===== src/rtl/lamp_ctrl.sv =====
// Timed stairwell lamp controller: any rising edge on S1/S2/S3 lights F for
// ON_CYCLES clocks, and a new press restarts the full on-time.
module lamp_ctrl #(
  parameter int CNT_WIDTH = 8,
  parameter int ON_CYCLES = 256
) (
  input  logic clk,
  input  logic rst_n,
  input  logic S1,
  input  logic S2,
  input  logic S3,
  output logic F
);

  localparam logic [0:0] IDLE = 1'b0;
  localparam logic [0:0] ON   = 1'b1;

  localparam logic [CNT_WIDTH-1:0] RELOAD   = CNT_WIDTH'(ON_CYCLES - 1);
  localparam logic [CNT_WIDTH-1:0] CNT_ZERO = CNT_WIDTH'(0);
  localparam logic [CNT_WIDTH-1:0] CNT_ONE  = CNT_WIDTH'(1);

  logic [2:0]           sw_s;
  logic [2:0]           meta_r;
  logic [2:0]           sync_r;
  logic [2:0]           prev_r;
  logic                 press_s;

  logic [0:0]           state_r;
  logic [0:0]           state_s;
  logic [CNT_WIDTH-1:0] cnt_r;
  logic [CNT_WIDTH-1:0] cnt_s;
  logic                 f_r;
  logic                 f_s;

  assign sw_s = {S3, S2, S1};

  // Simultaneous edges on several switches merge into a single press.
  assign press_s = |(sync_r & ~prev_r);

  // Two-flop synchroniser plus previous-value flop for edge detection.
  always_ff @(posedge clk) begin
    if (!rst_n) begin
      meta_r <= 3'b000;
      sync_r <= 3'b000;
      prev_r <= 3'b000;
    end else begin
      meta_r <= sw_s;
      sync_r <= meta_r;
      prev_r <= sync_r;
    end
  end

  // Next-state logic: a press always wins, including on the expiry cycle.
  always_comb begin
    state_s = state_r;
    cnt_s   = cnt_r;
    f_s     = f_r;
    if (press_s) begin
      state_s = ON;
      cnt_s   = RELOAD;
      f_s     = 1'b1;
    end else begin
      case (state_r)
        IDLE: begin
          state_s = IDLE;
          cnt_s   = CNT_ZERO;
          f_s     = 1'b0;
        end
        ON: begin
          if (cnt_r != CNT_ZERO) begin
            state_s = ON;
            cnt_s   = cnt_r - CNT_ONE;
            f_s     = 1'b1;
          end else begin
            state_s = IDLE;
            cnt_s   = CNT_ZERO;
            f_s     = 1'b0;
          end
        end
        default: begin
          state_s = IDLE;
          cnt_s   = CNT_ZERO;
          f_s     = 1'b0;
        end
      endcase
    end
  end

  // State, counter and lamp output registers.
  always_ff @(posedge clk) begin
    if (!rst_n) begin
      state_r <= IDLE;
      cnt_r   <= CNT_ZERO;
      f_r     <= 1'b0;
    end else begin
      state_r <= state_s;
      cnt_r   <= cnt_s;
      f_r     <= f_s;
    end
  end

  assign F = f_r;

endmodule


===== config.mk =====
export PLATFORM = sky130hd
export DESIGN_NAME = lamp_ctrl
export DESIGN_NICKNAME = d
export VERILOG_FILES = /design/src/rtl/lamp_ctrl.sv
export SDC_FILE = /design/constraint.sdc
export NUM_CORES = 1
export LEC_CHECK = 0
export BUFFER_PORTS_ARGS = -buffer_cell sky130_fd_sc_hd__buf_2
export CAP_MARGIN = 20
export CORE_UTILIZATION = 45
export CTS_BUF_LIST = sky130_fd_sc_hd__clkbuf_8
export DETAILED_ROUTE_END_ITERATION = 6
export GPL_TIMING_DRIVEN = 0
export SYNTH_ARGS = -nofsm -noshare
export SYNTH_HDL_FRONTEND = slang
export SYNTH_SLANG_ARGS = --single-unit

===== constraint.sdc =====
create_clock -name clk -period 1.4 [get_ports clk]
set_input_delay 0.14 -clock clk [delete_from_list [all_inputs] [get_ports clk]]
set_output_delay 0.14 -clock clk [all_outputs]
set_load 0.01 [all_outputs]

==> impl_metrics.tcl, run 1 <==
set metrics [dict create \
    critPathMaxFanout 8 \
    rsz0062_at_grt "false" \
    seqCellArea_sq_um 360 \
    cts_tree "done" \
    syn_area_sq_um 674 \
    ff2ff_setup_slack_ps 190 \
    wl_per_cell_um 10.6 \
    peakVddDrop_v 0.000926 \
    final_area_sq_um 773 \
    hold_ws_ps 90.8 \
    power_switching_mw 0.356 \
    antenna_found_initial 0 \
    n_antenna_cell 0 \
    synth_area_per_cell_sq_um 9.92 \
    worst-r2r-cell-count 4 \
    holdBufCountCts 0 \
    layout.cells.non_filler 92 \
    synth_seq_cells 18 \
    cts_sinks 18 \
    netSwitchingFraction_pct 27.1 \
    reg2reg_from "cnt_r[4]" \
    r2r_end "cnt_r[2]" \
    synthCells 68 \
    die_w_um 40.7 \
    dr_wl_met3_um 54 \
    seqPwrFrac_pct 47.3 \
    tightest_slew_ps 378 \
    gp_congestion 0.717 \
    combPwrFrac_pct 21.3 \
    viasPerCell 4.97 \
    hold_class "input pin to register" \
    leakagePower_nw 0.339 \
    clockBufferDepth 2 \
    fmax_mhz 824 \
    clkLatencyLatePin_ps 250 \
    yosysWarnings 0 \
    grt_pass1_wl_um 1470 \
    synth_top_cell_by_area "dfxtp_1" \
    powerDensity_mw_per_mm2 1700 \
    wl_met2_um 419 \
    portBuffers 5 \
    wl_um 975 \
    final-setup-viol-count 0 \
    areaGrowthSynthToFinish_pct 14.7 \
    coreArea_sq_mm 0.00135 \
    worst_setup_path_end_kind "register" \
    critPathRequiredTime_ps 1520 \
    path_clk_slew_ps 70 \
    start_util_pct 50.0 \
    worstSetupPathType "register to register" \
    overflow 0 \
    cts-root-buf "clkbuf_8" \
    wl_met1_um 501 \
    hpwl_um 677 \
    synthTopCellsByArea "dfxtp_1, and2_1, a21oi_1" \
    die_area_sq_mm 0.00166 \
    dr.pass1.iters 4 \
    fin_crit_ps 1210 \
    cellInternalPower_mw 0.958 \
    drive_above_1_share_pct 16.9 \
    post_cts_resized 0 \
    top_layer_used "met3" \
    postCtsSetupBuffers 0 \
    finalMaxSlewViolations 0 \
    grt_use_total_pct 14.4 \
    cp-start-kind "register" \
    drc_errors 0 \
    slew_headroom_pct 74.8 \
    post-route-period-util_pct 86.7 \
    synth_top_area_share_pct 53.4 \
    maxCapViolCount 0 \
    worstHoldStart "S3" \
    yosys.cell_types.count 21 \
    multi_input_area_sq_um 290 \
    timing.setup.tns_ps 0 \
    die_h_um 40.7 \
    htreeDepth 1 \
    outcome "complete, no violations" \
    rows 13 \
    syn_nets 75 \
    fin_skew_ps 2.88 \
    grt_pass1_vias 354 \
    ant_nets 0 \
    place_area_sq_um 718 \
    fin_nets 85 \
    hold_depth 2 \
    post-place-cells 88 \
    n_fill_cell 129 \
    whs_endpoint "meta_r[2]" \
    crit_arrival_ps 1340 \
    seq_area_frac_synth_pct 53.4 \
    drt-initial-drc-count 5 \
    vias 457 \
    ioPinCount 6 \
    hold_viol_final 0 \
    grt_max_degree 11 \
    cts_buffers 3 \
    clockPowerShare_pct 31.3 \
]
cell usage in the layout, fill, tap and decap left out:
cell	n
xor2_1	3
ha_1	2
o22ai_1	1
a31oi_1	2
nand3b_1	1
clkbuf_8	4
buf_2	6
mux2i_1	1
nor4_2	1
xnor2_1	2
nor2_1	3
a21oi_2	1
nand2b_1	3
nor2_4	1
clkbuf_1	1
nand2_1	4
nor3_1	3
dfxtp_1	18
and2_1	9
inv_1	4
and3_1	1
a21oi_1	6
routing by layer:
layer	GRT usage, %	up-vias
li1	-	240
met1	17.2	208
met2	20.2	9
met3	9.78	0
met4	5.00	0
met5	0	-
cell type report:
| class | instances | share of cell area [%] |
|---|---|---|
| well taps | 15 | 2.43 |
| plain buffers | 2 | 1.13 |
| repair buffers | 5 | 3.24 |
| clock buffers | 4 | 7.12 |
| flip-flops and latches | 18 | 46.6 |
| multi-input cells | 44 | 37.5 |
| inverters | 4 | 1.94 |
cells by family after synthesis:
logic type / count (synthesis) / share of synthesized area [%]
muxes: 1 / 1.48
xor gates and xnor gates: 5 / 6.49
buffers and inverters: 6 / 3.52
and+or+nand+nor: 26 / 22.8
AOI/OAI and AO/OA: 10 / 8.54
DFF: 18 / 53.4
adders and majority gates: 2 / 3.71
worst max-delay path, cell delays in order (launching register included):
cell and delay [ps]:
dfxtp_1 340, nor3_1 270, a31oi_1 170, nor2_4 240, a21oi_1 60
registers in the layout, summed over array words and instances (netlist names):
register and flops:
sync_r 3, prev_r 3, cnt_r 8, meta_r 3
F 1
synthesized netlist by cell type, drive strengths merged:
cell     n
a21oi    7
a31oi    2
and2     9
and3     1
buf      1
clkbuf   1
dfxtp   18
ha       2
inv      4
mux2i    1
nand2    4
nand2b   3
nand3b   1
nor2     4
nor3     3
nor4     1
o22ai    1
xnor2    2
xor2     3
how the worst max path moves through the flow:
stage,startpoint,depth (start not counted),to
2_1_floorplan,cnt_r[0],5,cnt_r[0]
3_3_place_gp,cnt_r[3],4,cnt_r[0]
3_5_place_dp,cnt_r[3],4,cnt_r[3]
4_1_cts,cnt_r[0],5,cnt_r[0]
5_1_grt,cnt_r[3],4,cnt_r[4]
6_report,cnt_r[4],4,cnt_r[2]
stage by stage:
stage / total power [mW] / util, % / worst slack [ps]
after floorplan: 0.859 / - / 323
after global placement: 0.905 / 53.2 / 198
after detailed placement: 0.912 / 53.2 / 190
after CTS: 1.33 / 57.3 / 173
after global routing: 1.40 / 57.3 / 53.8
final: 1.31 / 57.3 / 186
power by group through the flow:
stage / sequential [mW] / combinational (mW) / clock [mW]
final: 0.622 / 0.280 / 0.412
after CTS: 0.622 / 0.284 / 0.426
after global routing: 0.631 / 0.312 / 0.454
after global placement: 0.632 / 0.273 / 0
after detailed placement: 0.633 / 0.278 / 0
after floorplan: 0.626 / 0.233 / 0
No activity file was read; power rests on OpenSTA's default activity.
==> inputs of run 2 (changes only) <==
Settings changed: CORE_AREA from default to 2 2 39 41, CORE_UTILIZATION 45 to default, DIE_AREA from default to 0 0 41 43, PLACE_DENSITY from default to 0.7.
==> run 2 against run 1 <==
  * Critical path depth unchanged
  * Sequential share of layout area decreased by 0.075 points
  * Non-clock buffer count unchanged
  * First-iteration DRC count decreased by 60%
  * Die area increased by 6.4%
  * Register-to-register slack got worse by 30 ps
  * Fmax decreased by 2.4%
  * Worst setup slack got worse by 30 ps
  * Clock power about the same
  * Global-route usage increased by 0.70 points
  * Largest cell class unchanged
==> impl_metrics.tcl, run 2 (synthesis gave the netlist of run 1 again) <==
set metrics [dict create \
    die_area_sq_mm 0.00176 \
    layout_commonest_cell "dfxtp_1" \
    grt_use_total_pct 15.1 \
    worst-r2r-cell-count 4 \
    postCtsSetupBuffers 0 \
    seqPwrFrac_pct 47.6 \
    post-route-period-util_pct 88.8 \
    hold_viol_final 0 \
    worstHoldStart "S2" \
    powerDensity_mw_per_mm2 1690 \
    drc_errors 0 \
    rsz0062_at_grt "false" \
    fin_nets 85 \
    start_util_pct 48.7 \
    leakagePower_nw 0.339 \
    r2r_end "cnt_r[4]" \
    power_switching_mw 0.353 \
    wl_um 975 \
    wl_per_cell_um 10.5 \
    finalPower_mw 1.31 \
    portBuffers 5 \
    critPathRequiredTime_ps 1520 \
    netSwitchingFraction_pct 26.9 \
    cts_tree "done" \
    whs_endpoint "meta_r[1]" \
    path_cells "nor3_1 > a31oi_1 > nor2_4 > a21oi_1" \
    n_antenna_cell 0 \
    cts_buffers 3 \
    worst_setup_path_end_kind "register" \
    gp_congestion 0.665 \
    final-setup-viol-count 0 \
    path_clk_slew_ps 60 \
    n_fill_cell 125 \
    finalMaxSlewViolations 0 \
    combPwrFrac_pct 21.0 \
    ioPinCount 6 \
    clkLatencyLatePin_ps 250 \
    tightest_slew_ps 372 \
    slowest_stage "dfxtp_1" \
    critPathMaxFanout 8 \
    outcome "complete, no violations" \
    antenna_found_initial 0 \
    drive_above_1_share_pct 16.9 \
    seqCellArea_sq_um 360 \
    die_h_um 43 \
    multi_input_area_sq_um 290 \
    grt_pass1_wl_um 1720 \
    clockBufferDepth 2 \
    post_cts_resized 0 \
    maxCapViolCount 0 \
    largest_reg_flops 8 \
    drt-initial-drc-count 2 \
    coreArea_sq_mm 0.00138 \
    cp-start-kind "register" \
    reg2reg_from "cnt_r[3]" \
    hpwl_um 690 \
    worstSetupPathType "register to register" \
    htreeDepth 1 \
    cellInternalPower_mw 0.957 \
    post-place-cells 89 \
    dr.pass1.iters 4 \
    slew_headroom_pct 75.2 \
    viasPerCell 4.90 \
    die_w_um 41 \
    final_area_sq_um 774 \
    cts-root-buf "clkbuf_8" \
    ff2ff_setup_slack_ps 160 \
    cts_sinks 18 \
    rows 14 \
    holdBufCountCts 0 \
    crit_arrival_ps 1370 \
    final_util_pct 56.0 \
    fin_skew_ps 2.30 \
    hold_depth 2 \
    grt_pass1_vias 428 \
    fin_crit_ps 1240 \
    post-place-ws_ps 153 \
    fmax_mhz 804 \
    grt_max_degree 11 \
    overflow 0 \
    layout.cells.non_filler 93 \
    hold_ws_ps 89.7 \
    clockPowerShare_pct 31.4 \
    slowest_delay_ps 350 \
    place_area_sq_um 719 \
    hold_class "input pin to register" \
    regMostFlops "cnt_r" \
    peakVddDrop_v 0.000996 \
    areaGrowthSynthToFinish_pct 14.8 \
    final.setup.worst_slack_ps 157 \
    ant_nets 0 \
    vias 456 \
    timing.setup.tns_ps 0 \
    layout_common_cells "dfxtp_1, and2_1, buf_2, a21oi_1" \
]
run 2: cell counts in the layout (fill, tap and decap cells not counted):
No cell type changed its count.
run 2: worst max-delay path by stage:
stage	from	end	slack (ps)	cells past startpoint
final	cnt_r[3]	cnt_r[4]	160	4
after floorplan	cnt_r[0]	cnt_r[0]	320	5
after global routing	cnt_r[3]	cnt_r[4]	40	4
after CTS	cnt_r[3]	cnt_r[4]	150	4
after detailed placement	cnt_r[3]	cnt_r[4]	150	4
after global placement	cnt_r[4]	cnt_r[3]	200	4
run 2: area by class of cell:
cell class | count | area share [%]
Sequential cell | 18 | 46.5
Multi-Input combinational cell | 44 | 37.5
Tap cell | 16 | 2.58
Inverter | 4 | 1.94
Buffer | 2 | 1.13
Timing Repair Buffer | 5 | 3.23
Clock buffer | 4 | 7.11
run 2: worst max-delay path: cells and delay by family (launching register included):
family	cells	cell delay, ps
simple gates	2	520
flops	1	350
compound gates	2	250
run 2: metal layers:
| metal | wire length, um | GRT usage [%] | share of wire [%] |
|---|---|---|---|
| met1 | 445 | 14.6 | 46 |
| met2 | 455 | 24.4 | 47 |
| met3 | 56 | 7.85 | 5.7 |
| met4 | 19 | 8.00 | 1.9 |
| met5 | 0 | 0 | 0 |
run 2: power groups by stage:
| stage | logic, mW | registers [mW] | clock network [mW] |
|---|---|---|---|
| floorplan | 0.233 | 0.626 | 0 |
| global placement | 0.271 | 0.632 | 0 |
| detailed placement | 0.277 | 0.632 | 0 |
| CTS | 0.278 | 0.623 | 0.425 |
| global route | 0.317 | 0.629 | 0.441 |
| finish | 0.275 | 0.623 | 0.412 |
==> inputs of run 3 (changes only) <==
Settings changed: RECOVER_POWER from default to 50, SKIP_CTS_REPAIR_TIMING from default to 1.
==> run 3 against run 2 <==
  * Via count increased by 1.1%
  * Global-route usage unchanged
  * Utilization decreased by 0.18 points
  * Clock skew decreased by 1.4 ps
  * Worst hold slack about the same
  * Clock power about the same
  * Combinational power about the same
  * First-iteration DRC count increased by 50%
  * Design area decreased by 0.32%
  * Clock-buffer cell count unchanged
  * Non-clock buffer count unchanged
  * Critical path type unchanged
  * Largest cell class unchanged
==> impl_metrics.tcl, run 3 (synthesis gave the netlist of run 1 again) <==
set metrics [dict create \
    fin_crit_ps 1240 \
    drive_above_1_share_pct 14.3 \
    htreeDepth 1 \
    hold_viol_final 0 \
    clockBufferDepth 2 \
    worstSetupPathType "register to register" \
    vias 461 \
    post-place-cells 89 \
    fmax_mhz 805 \
    rsz0062_at_grt "false" \
    powerDensity_mw_per_mm2 1700 \
    timing.setup.tns_ps 0 \
    die_area_sq_mm 0.00176 \
    cts_buffers 3 \
    cp-start-kind "register" \
    tightest_slew_ps 372 \
    cts-root-buf "clkbuf_8" \
    grt_use_total_pct 15.1 \
    grt_pass1_vias 428 \
    slew_headroom_pct 75.2 \
    overflow 0 \
    gp_congestion 0.665 \
    maxCapViolCount 0 \
    hpwl_um 690 \
    grt_max_degree 11 \
    final-setup-viol-count 0 \
    post-route-period-util_pct 88.7 \
    die_h_um 43 \
    layout_commonest_cell "dfxtp_1" \
    hold_class "input pin to register" \
    start_util_pct 48.7 \
    layout.cells.non_filler 93 \
    fin_skew_ps 0.924 \
    crit_family "simple AND/OR/NAND/NOR gates" \
    critPathMaxFanout 8 \
    critPathRequiredTime_ps 1520 \
    wl_per_cell_um 10.4 \
    n_antenna_cell 0 \
    ioPinCount 6 \
    rows 14 \
    cts_sinks 18 \
    coreArea_sq_mm 0.00138 \
    grt_pass1_wl_um 1720 \
    path_clk_slew_ps 60 \
    dr.pass1.iters 4 \
    cts_tree "done" \
    drt-initial-drc-count 3 \
    leakagePower_nw 0.330 \
    clkLatencyLatePin_ps 250 \
    portBuffers 5 \
    peakVddDrop_v 0.00100 \
    n_fill_cell 125 \
    path_cells "nor3_1 > a31oi_1 > nor2_4 > a21oi_1" \
    largest_reg_flops 8 \
    finalMaxSlewViolations 0 \
    regMostFlops "cnt_r" \
    place_area_sq_um 719 \
    outcome "complete, no violations" \
    antenna_found_initial 0 \
    slowest_stage "dfxtp_1" \
    worst_setup_path_end_kind "register" \
    ff2ff_setup_slack_ps 160 \
    die_w_um 41 \
    slowest_delay_ps 350 \
    crit_arrival_ps 1360 \
    layout_common_cells "dfxtp_1, a21oi_1, and2_1" \
    hold_ws_ps 90.1 \
    final_area_sq_um 772 \
    crit_buf_inv 0 \
    ant_nets 0 \
    fin_nets 85 \
    areaGrowthSynthToFinish_pct 14.5 \
    wl_um 969 \
    viasPerCell 4.96 \
    drc_errors 0 \
]
## run 3: changes by cell type in the layout (fill, tap and decap cells not counted), sizes merged
cell / before / now
buf: 6 / 4
clkbuf: 5 / 7
## run 3: metal layers
| layer | vias up | share of wire, % | GRT usage (%) |
|---|---|---|---|
| li1 | 237 | - | - |
| met1 | 213 | 45 | 14.6 |
| met2 | 9 | 47 | 24.4 |
| met3 | 2 | 5.7 | 7.85 |
| met4 | 0 | 2.0 | 8.00 |
| met5 | - | 0 | 0 |
## run 3: final timing paths
kind | startpoint | endpoint | cells past startpoint
worst min-delay path | S2 | meta_r[1] | 2
worst min register to register | meta_r[0] | sync_r[0] | 1
worst max register to register | cnt_r[3] | cnt_r[4] | 4
worst max-delay path | cnt_r[3] | cnt_r[4] | 4
## run 3: final cells by class
type / count / area (sq um) / share of cell area, %
inverters: 4 / 15.0 / 1.94
well taps: 16 / 20.0 / 2.59
multi-input cells: 44 / 290 / 37.6
flip-flops and latches: 18 / 360 / 46.7
clock buffers: 4 / 55.1 / 7.13
plain buffers: 2 / 7.51 / 0.972
repair buffers: 5 / 23.8 / 3.08
## run 3: worst reg2reg max path: cells and delay by family (launching register included)
family           cells  cell delay [ps]
AO/OA/AOI/OAI        2              250
AND/OR/NAND/NOR      2              510
flip-flops           1              350
## run 3: per-stage QoR
stage / total power, mW / utilization (%) / worst slack [ps]
final: 1.31 / 55.8 / 158
after global routing: 1.39 / 55.8 / 36.8
after CTS: 1.33 / 56.0 / 145
after detailed placement: 0.909 / 52.0 / 153
after global placement: 0.903 / 52.0 / 200
after floorplan: 0.859 / - / 323
## run 3: power breakdown
group          switching [mW]  leakage (nW)  internal [mW]
logic                   0.139         0.153          0.135
registers              0.0517         0.148          0.572
clock network           0.163        0.0288          0.250
total                   0.354         0.330          0.956
